File: src/rtl/dut_host_pkg.sv
// Shared types and default constants for the dut host sequencer.
package dut_host_pkg;

    // Sequencer state encoding; IDLE must stay at zero.
    typedef enum logic [2:0] {
        ST_IDLE = 3'd0,
        ST_WR_A = 3'd1,
        ST_WR_B = 3'd2,
        ST_POLL = 3'd3,
        ST_RD_Y = 3'd4,
        ST_RESP = 3'd5
    } state_e;

    // Default register map of the downstream dut.
    localparam logic [2:0] DEF_ADDR_A      = 3'd4;
    localparam logic [2:0] DEF_ADDR_B      = 3'd5;
    localparam logic [2:0] DEF_ADDR_Y_STAT = 3'd2;
    localparam logic [2:0] DEF_ADDR_Y_DATA = 3'd3;

    // Default number of y-status reads before giving up (legal 1..255).
    localparam int unsigned DEF_POLL_MAX = 16;

endpackage

File: src/rtl/dut_host_seq.sv
// Host sequencer: takes an (a, b) pair, writes both into dut, polls the
// y status, reads y and returns it (or a poll timeout) on a response stream.
//
// state   | meaning
// --------+-----------------------------------------------------------
// IDLE    | waiting for an operand pair, in_ready high
// WR_A    | writing a_q to ADDR_A, stalls while write_rdy is low
// WR_B    | writing b_q to ADDR_B, stalls while write_rdy is low
// POLL    | reading ADDR_Y_STAT until it returns 1 or the poll budget ends
// RD_Y    | reading ADDR_Y_DATA to capture and dequeue y
// RESP    | presenting y / err until out_ready
module dut_host_seq
    import dut_host_pkg::*;
#(
    parameter logic [2:0]  ADDR_A      = DEF_ADDR_A,
    parameter logic [2:0]  ADDR_B      = DEF_ADDR_B,
    parameter logic [2:0]  ADDR_Y_STAT = DEF_ADDR_Y_STAT,
    parameter logic [2:0]  ADDR_Y_DATA = DEF_ADDR_Y_DATA,
    parameter int unsigned POLL_MAX    = DEF_POLL_MAX
) (
    input  logic       CLK,
    input  logic       RST_N,
    input  logic       in_valid,
    input  logic       in_a,
    input  logic       in_b,
    output logic       in_ready,
    output logic       out_valid,
    output logic       out_y,
    output logic       out_err,
    input  logic       out_ready,
    output logic [2:0] write_address,
    output logic       write_data,
    output logic       write_en,
    input  logic       write_rdy,
    output logic [2:0] read_address,
    output logic       read_en,
    input  logic       read_data,
    input  logic       read_rdy,
    output logic       busy
);

    // Count value at which a further empty status read ends the poll.
    localparam logic [7:0] POLL_LAST = 8'(POLL_MAX - 1);

    state_e     state_q, state_d;
    logic [7:0] poll_cnt_q, poll_cnt_d;
    logic       a_q, a_d;
    logic       b_q, b_d;
    logic       y_q, y_d;
    logic       err_q, err_d;

    // State and datapath registers with synchronous active-low reset.
    always_ff @(posedge CLK) begin
        if (!RST_N) begin
            state_q    <= ST_IDLE;
            poll_cnt_q <= 8'd0;
            a_q        <= 1'b0;
            b_q        <= 1'b0;
            y_q        <= 1'b0;
            err_q      <= 1'b0;
        end else begin
            state_q    <= state_d;
            poll_cnt_q <= poll_cnt_d;
            a_q        <= a_d;
            b_q        <= b_d;
            y_q        <= y_d;
            err_q      <= err_d;
        end
    end

    // Next-state, datapath updates and method-call decode.
    always_comb begin
        state_d       = state_q;
        poll_cnt_d    = poll_cnt_q;
        a_d           = a_q;
        b_d           = b_q;
        y_d           = y_q;
        err_d         = err_q;
        in_ready      = 1'b0;
        out_valid     = 1'b0;
        out_y         = 1'b0;
        out_err       = 1'b0;
        write_address = 3'd0;
        write_data    = 1'b0;
        write_en      = 1'b0;
        read_address  = 3'd0;
        read_en       = 1'b0;

        case (state_q)
            ST_IDLE: begin
                in_ready = 1'b1;
                if (in_valid) begin
                    a_d        = in_a;
                    b_d        = in_b;
                    poll_cnt_d = 8'd0;
                    state_d    = ST_WR_A;
                end
            end
            ST_WR_A: begin
                write_address = ADDR_A;
                write_data    = a_q;
                write_en      = write_rdy;
                if (write_rdy) begin
                    state_d = ST_WR_B;
                end
            end
            ST_WR_B: begin
                write_address = ADDR_B;
                write_data    = b_q;
                write_en      = write_rdy;
                if (write_rdy) begin
                    state_d = ST_POLL;
                end
            end
            ST_POLL: begin
                read_address = ADDR_Y_STAT;
                read_en      = read_rdy;
                if (read_rdy) begin
                    if (read_data) begin
                        state_d = ST_RD_Y;
                    end else begin
                        poll_cnt_d = poll_cnt_q + 8'd1;
                        if (poll_cnt_q == POLL_LAST) begin
                            // Timeout responses always carry y=0.
                            err_d   = 1'b1;
                            y_d     = 1'b0;
                            state_d = ST_RESP;
                        end
                    end
                end
            end
            ST_RD_Y: begin
                read_address = ADDR_Y_DATA;
                read_en      = read_rdy;
                if (read_rdy) begin
                    y_d     = read_data;
                    err_d   = 1'b0;
                    state_d = ST_RESP;
                end
            end
            ST_RESP: begin
                out_valid = 1'b1;
                out_y     = y_q;
                out_err   = err_q;
                if (out_ready) begin
                    state_d = ST_IDLE;
                end
            end
            default: begin
                state_d = ST_IDLE;
            end
        endcase
    end

    assign busy = (state_q != ST_IDLE);

endmodule

File: config.mk
export PLATFORM = sky130hd
export DESIGN_NAME = dut_host_seq
export DESIGN_NICKNAME = d
export VERILOG_FILES = /design/src/rtl/dut_host_pkg.sv /design/src/rtl/dut_host_seq.sv
export SDC_FILE = /design/constraint.sdc
export NUM_CORES = 1
export LEC_CHECK = 0
export CORE_MARGIN = 5
export CORE_UTILIZATION = 42
export CTS_BUF_LIST = sky130_fd_sc_hd__clkbuf_4
export CTS_CLUSTER_DIAMETER = 120
export DETAILED_ROUTE_END_ITERATION = 8
export GPL_TIMING_DRIVEN = 0
export PLACE_DENSITY = 0.7
export RECOVER_POWER = 25
export SETUP_SLACK_MARGIN = 0.4
export SLEW_MARGIN = 20
export SYNTH_ARGS = -nofsm -noshare
export SYNTH_HDL_FRONTEND = slang
export SYNTH_SLANG_ARGS = --single-unit
File: constraint.sdc
create_clock -name CLK -period 4.6 [get_ports CLK]
set_input_delay 1.15 -clock CLK [delete_from_list [all_inputs] [get_ports CLK]]
set_output_delay 1.15 -clock CLK [all_outputs]
set_load 0.03 [all_outputs]
==> results.cfg, run 1 <==
[run_status]
status = completed

[global_routing]
antenna_found_initial = 0
grt_pass1_vias = 740
grt_pass1_wl_um = 3332
grt_max_degree = 11
grt_use_total = 0.1295
gr-total-overflow = 0

[clocking]
clockRootBuffer = clkbuf_4
cts_tree = done
cts_sinks = 15
cts_hold_buf = 0
clkLatencyLatePin_ns = 0.29
clkTransAtPathRegs_ns = 0.11
postCtsSetupRepairBufs = 0
numCtsBuffers = 3
htree_levels = 1
ctsResizeCount = 0
cts.path.max_buffers = 2

[logic_synthesis]
synthTopCellsByCount = 15 x dfxtp_1, 9 x nand2_1, 9 x nor2_1
yosysWarnings = 0
yosysMostFrequentCell = dfxtp_1
synth_edf_count = 0
synth_top_flop_cell = dfxtp_1
synthCells = 102
synth_area_leaders = dfxtp_1 33%, xnor2_1 6.8%, mux2i_1 4.5%
synth_seq_cells = 15
synth_area_um2 = 897.1
ys_async_sr_fraction = 0
yosys.area.top_type_share = 0.3347
syn_area_per_cell_um2 = 8.795
yosysTopAreaCell = dfxtp_1
seq_area_frac_synth = 0.3347
synthDistinctLibCells = 37

[worst_setup_path]
r2r-end = poll_cnt_q[6]$_SDFFE_PN0P_
cp-start-kind = primary input
r2r_setup_slack_ns = 2.79
path_class = in -> out
regToRegStartpoint = state_q[1]$_SDFFE_PN0P_
crit_path_end_kind = primary output
crit_path_max_fanout = 6
required_ns = 3.45
critPathArrivalTime_ns = 2.54
rr_worst_depth = 6

[route]
drtPass1Iterations = 2
drtAntennaViolNets = 0
drt-wirelength-per-cell_um = 12.13
drtIter0Drc = 12
via_per_inst = 4.935
drc_errors = 0
vias = 760
drt-total-wl_um = 1868

[run]
cap_violations = 0

[min_path]
min_path_type = reg -> reg
min_path_cells = 2
min_to = y_q$_SDFFE_PN0P_
worstHoldStart = y_q$_SDFFE_PN0P_

[floorplanning]
floorplan.initialDensity = 0.4481
fp.dieH_um = 56.22
die_area_mm2 = 0.003160
pin_count = 23
row_count = 16
die_w_um = 56.22
core_mm2 = 0.002002

[final_layout]
fill_cells = 193
final_layout_size_suffix_gt1_frac = 0.1260
layout.nets = 138
diodes = 0
layout.cells.non_filler = 154
area_growth_pct = 27.20

[place]
place_inst = 150
hpwl_um = 1484
port_buffers = 20
place.gp.congestion = 0.7494

[timing]
finalSetupViolCount = 0
final_hold_viol_count = 0
finalCriticalPeriod_ns = 3.685
timing.fmax_mhz = 271.4
finalCritPeriodShare = 0.8011
whs_ns = 0.4635
tns_ns = 0
maxSlewViolCount = 0
rsz0062_at_grt = false
worst_clock_skew_ns = 0.009313

[power]
ir_drop_v = 0.0002160
power.density_mw_per_mm2 = 346.4
p_leak_nw = 0.4477
-- power by group --
part           leakage (nW)  switching [mW]  internal [mW]
Sequential            0.122         0.00551          0.139
Combinational         0.312          0.0963         0.0740
Clock                0.0139          0.0478         0.0330
Total                 0.448           0.150          0.246
-- registers in the layout (all words and copies together) (netlist names) --
signal      cells
poll_cnt_q      8
state_q         3
a_q             1
b_q             1
err_q           1
y_q             1
-- layer usage --
layer	global-route usage	up-vias	routed length, um
met5	0	-	0
met4	0.04068	0	10
met3	0.03016	2	76
met2	0.2137	15	827
met1	0.1655	343	953
li1	-	400	-
-- worst max-delay path, cell delays in order --
cell	delay, ns
clkdlybuf4s50_1	0.56
and2_1	0.16
clkdlybuf4s50_1	0.66
-- metrics by stage --
stage	util	power [mW]	worst slack [ns]	area, um^2
4_1_cts	0.5819	0.4048	0.9075	1165
5_1_grt	0.5700	0.4204	0.8627	1141
3_5_place_dp	0.5669	0.3229	0.9125	1135
6_report	0.5700	0.3953	0.9147	1141
3_3_place_gp	0.5669	0.3205	0.9336	1135
2_1_floorplan	-	0.2675	1.859	900.9
-- cells by family (layout without fill, tap and decap cells) --
kind of cell | after synthesis | count (layout) | share of synthesized area
adders and majority gates | 1 | 1 | 0.01394
AOI/OAI and AO/OA | 14 | 14 | 0.1395
buffers and inverters | 9 | 33 | 0.05857
DFF | 15 | 15 | 0.3347
and+or+nand+nor | 48 | 48 | 0.3012
other | 1 | 2 | 0.004180
xor gates and xnor gates | 8 | 8 | 0.07811
muxes | 6 | 6 | 0.06974
-- final cells by class --
cell class | count | area, um^2 | share of cell area
Clock buffer | 3 | 22.52 | 0.01974
Timing Repair Buffer | 20 | 200.2 | 0.1754
Inverter | 3 | 11.26 | 0.009868
Tap cell | 27 | 33.78 | 0.02961
Buffer | 6 | 41.29 | 0.03618
Multi-Input combinational cell | 79 | 524.3 | 0.4594
Clock inverter | 1 | 7.507 | 0.006579
Sequential cell | 15 | 300.3 | 0.2632
-- cells in the final DEF, fill, tap and decap left out, drive strengths merged, types with 4 or more instances in the layout --
master / Yosys / layout
nand3: 5 / 5
o21ai: 4 / 4
nand2: 9 / 9
and2: 5 / 5
buf: 6 / 6
and3: 4 / 4
dfxtp: 15 / 15
clkdlybuf4s50: 0 / 18
mux2i: 4 / 4
nor2: 11 / 11
xnor2: 7 / 7
-- worst max-delay path by stage --
| stage | start | to | slack [ns] | depth (start not counted) |
|---|---|---|---|---|
| global placement | read_rdy | read_en | 0.93 | 3 |
| CTS | read_rdy | read_en | 0.91 | 3 |
| global route | read_rdy | read_en | 0.86 | 3 |
| floorplan | state_q[0]$_SDFFE_PN0P_ | read_en | 1.86 | 4 |
| detailed placement | read_rdy | read_en | 0.91 | 3 |
| finish | read_rdy | read_en | 0.91 | 3 |
Note: power is estimated with default switching activity, not from simulation.
==> run 2: changes to the inputs <==
Clock period 4.6 ns to 3.7 ns, I/O delays scaled along.
==> results of run 2 <==
Same layout as run 1 (identical final DEF). Status: completed.
Among the figures that moved: setup slack after placement 0.9125 ns -> 0.4625 ns; setup slack after layout 0.9147 ns -> 0.4647 ns; register-to-register setup slack 2.79 ns -> 1.89 ns; total power 0.3953 mW -> 0.4915 mW; worst IR drop on VDD 0.0002160 V -> 0.0002686 V
==> run 3: changes to the inputs <==
Settings changed: GPL_TIMING_DRIVEN 0 to default.
==> results.cfg, run 3 (same netlist as run 1, synthesis figures left out) <==
[final_layout]
layout_commonest_cell = clkdlybuf4s50_1
fill_cells = 190
multiInputGateArea_um2 = 524.3
final_layout_size_suffix_gt1_frac = 0.09091
diodes = 0
area_growth_pct = 22.45
reg_top3 = poll_cnt_q (8), state_q (3)
top_register = poll_cnt_q
layout.nets = 132
layout.cells.most_common_list = 18 x clkdlybuf4s50_1, 14 x dfxtp_1, 9 x nand2_1, 9 x nor2_1, 7 x xnor2_1
largest_register_ffs = 8
seq_area_um2 = 301.5

[timing]
relSlewSlack = 0.6441
tns_ns = 0
worst_slew_pin_slew_ns = 0.5331
finalCriticalPeriod_ns = 3.218
final_hold_viol_count = 0
finalCritPeriodShare = 0.8698
finalSetupViolCount = 0
rsz0062_at_grt = false
worst_clock_skew_ns = 0.003162
timing.fmax_mhz = 310.7
maxSlewViolCount = 0

[power]
p_leak_nw = 0.4198
ir_drop_v = 0.0002948
power.density_mw_per_mm2 = 432.5
power.total_mw = 0.4751

[floorplanning]
fp.dieH_um = 56.22
die_area_mm2 = 0.003160
floorplan.initialDensity = 0.4481
row_count = 16
pin_count = 23
core_mm2 = 0.002002
die_w_um = 56.22

[run]
cap_violations = 0

[route]
drt-wirelength-per-cell_um = 12.30
drtAntennaViolNets = 0
drc_errors = 0
via_per_inst = 5.101
drtIter0Drc = 6
drtPass1Iterations = 4
vias = 755
drt-total-wl_um = 1820

[clocking]
numCtsBuffers = 3
cts_tree = done
clkLatencyLatePin_ns = 0.28
clkTransAtPathRegs_ns = 0.10
cts.path.max_buffers = 2
clockRootBuffer = clkbuf_4
cts_sinks = 15
htree_levels = 1
postCtsSetupRepairBufs = 0
cts_hold_buf = 0

[global_routing]
grt_use_total = 0.1254
antenna_found_initial = 0
grt_pass1_vias = 741
grt_max_degree = 18
grt_pass1_wl_um = 3208
gr-total-overflow = 0

[worst_setup_path]
critPathCapture = read_en
crit_path_end_kind = primary output
cp-start-kind = primary input
r2r_setup_slack_ns = 1.77
r2r-end = state_q[0]$_SDFFE_PN0P_
regToRegStartpoint = state_q[0]$_SDFFE_PN0P_
path_class = in -> out
required_ns = 2.77
crit_path_start = read_rdy
crit_path_max_fanout = 6
critPathArrivalTime_ns = 2.29
rr_worst_depth = 5

[run_status]
status = completed

[place]
place.gp.congestion = 0.7545
hpwl_um = 1389
port_buffers = 20

[min_path]
min_path_type = reg -> reg
run 3: cell types whose count changed in the layout (fill, tap and decap cells not counted), sizes merged:
cell      before  now
clkinvlp       1    0
buf            6    0
clkinv         0    1
run 3: worst min path at each step:
stage	startpoint	cells after the start	end
floorplan	y_q$_SDFFE_PN0P_	2	y_q$_SDFFE_PN0P_
global route	a_q$_SDFFE_PN0P_	2	a_q$_SDFFE_PN0P_
CTS	b_q$_SDFFE_PN0P_	2	b_q$_SDFFE_PN0P_
finish	y_q$_SDFFE_PN0P_	2	y_q$_SDFFE_PN0P_
global placement	y_q$_SDFFE_PN0P_	2	y_q$_SDFFE_PN0P_
detailed placement	b_q$_SDFFE_PN0P_	2	b_q$_SDFFE_PN0P_
run 3: cell type report:
class | instances | area share
multi-input cells | 79 | 0.4772
flip-flops and latches | 15 | 0.2745
repair buffers | 20 | 0.1822
well taps | 27 | 0.03075
clock buffers | 3 | 0.02050
inverters | 3 | 0.01025
clock inverters | 1 | 0.004556
run 3: timing repair:
| action | in CTS | in global routing |
|---|---|---|
| endpoints found under the setup margin | 1 | 0 |
| resized for setup | 1 | 0 |
| hold endpoints to repair | 0 | 0 |
run 3: layer usage:
metal	track usage	routed length (um)	vias to the layer above
met3	0.02552	98	2
met1	0.1492	856	346
met4	0.05085	12	0
met2	0.2170	852	19
li1	-	-	388
met5	0	0	-
run 3: through the flow:
step           setup WS (ns)    util  instance area (um^2)  instances  hold slack (ns)
6_report              0.4818  0.5488                  1099        148           0.4629
5_1_grt               0.4371  0.5488                  1099        148           0.4795
4_1_cts               0.4716  0.5606                  1122        148           0.4661
3_5_place_dp          0.4764  0.5463                  1094        144           0.4529
3_3_place_gp          0.4873  0.5463                  1094        144           0.4464
2_1_floorplan          1.184       -                 900.9        103           0.4262
run 3: power by group:
part | internal (mW) | switching (mW)
Sequential | 0.173 | 0.0248
Clock | 0.0401 | 0.0548
Combinational | 0.0828 | 0.100
Total | 0.296 | 0.180
run 3: worst max-delay path, stage by stage:
cell,delay (ns)
clkdlybuf4s50_1,0.56
and2_1,0.15
clkdlybuf4s50_1,0.66
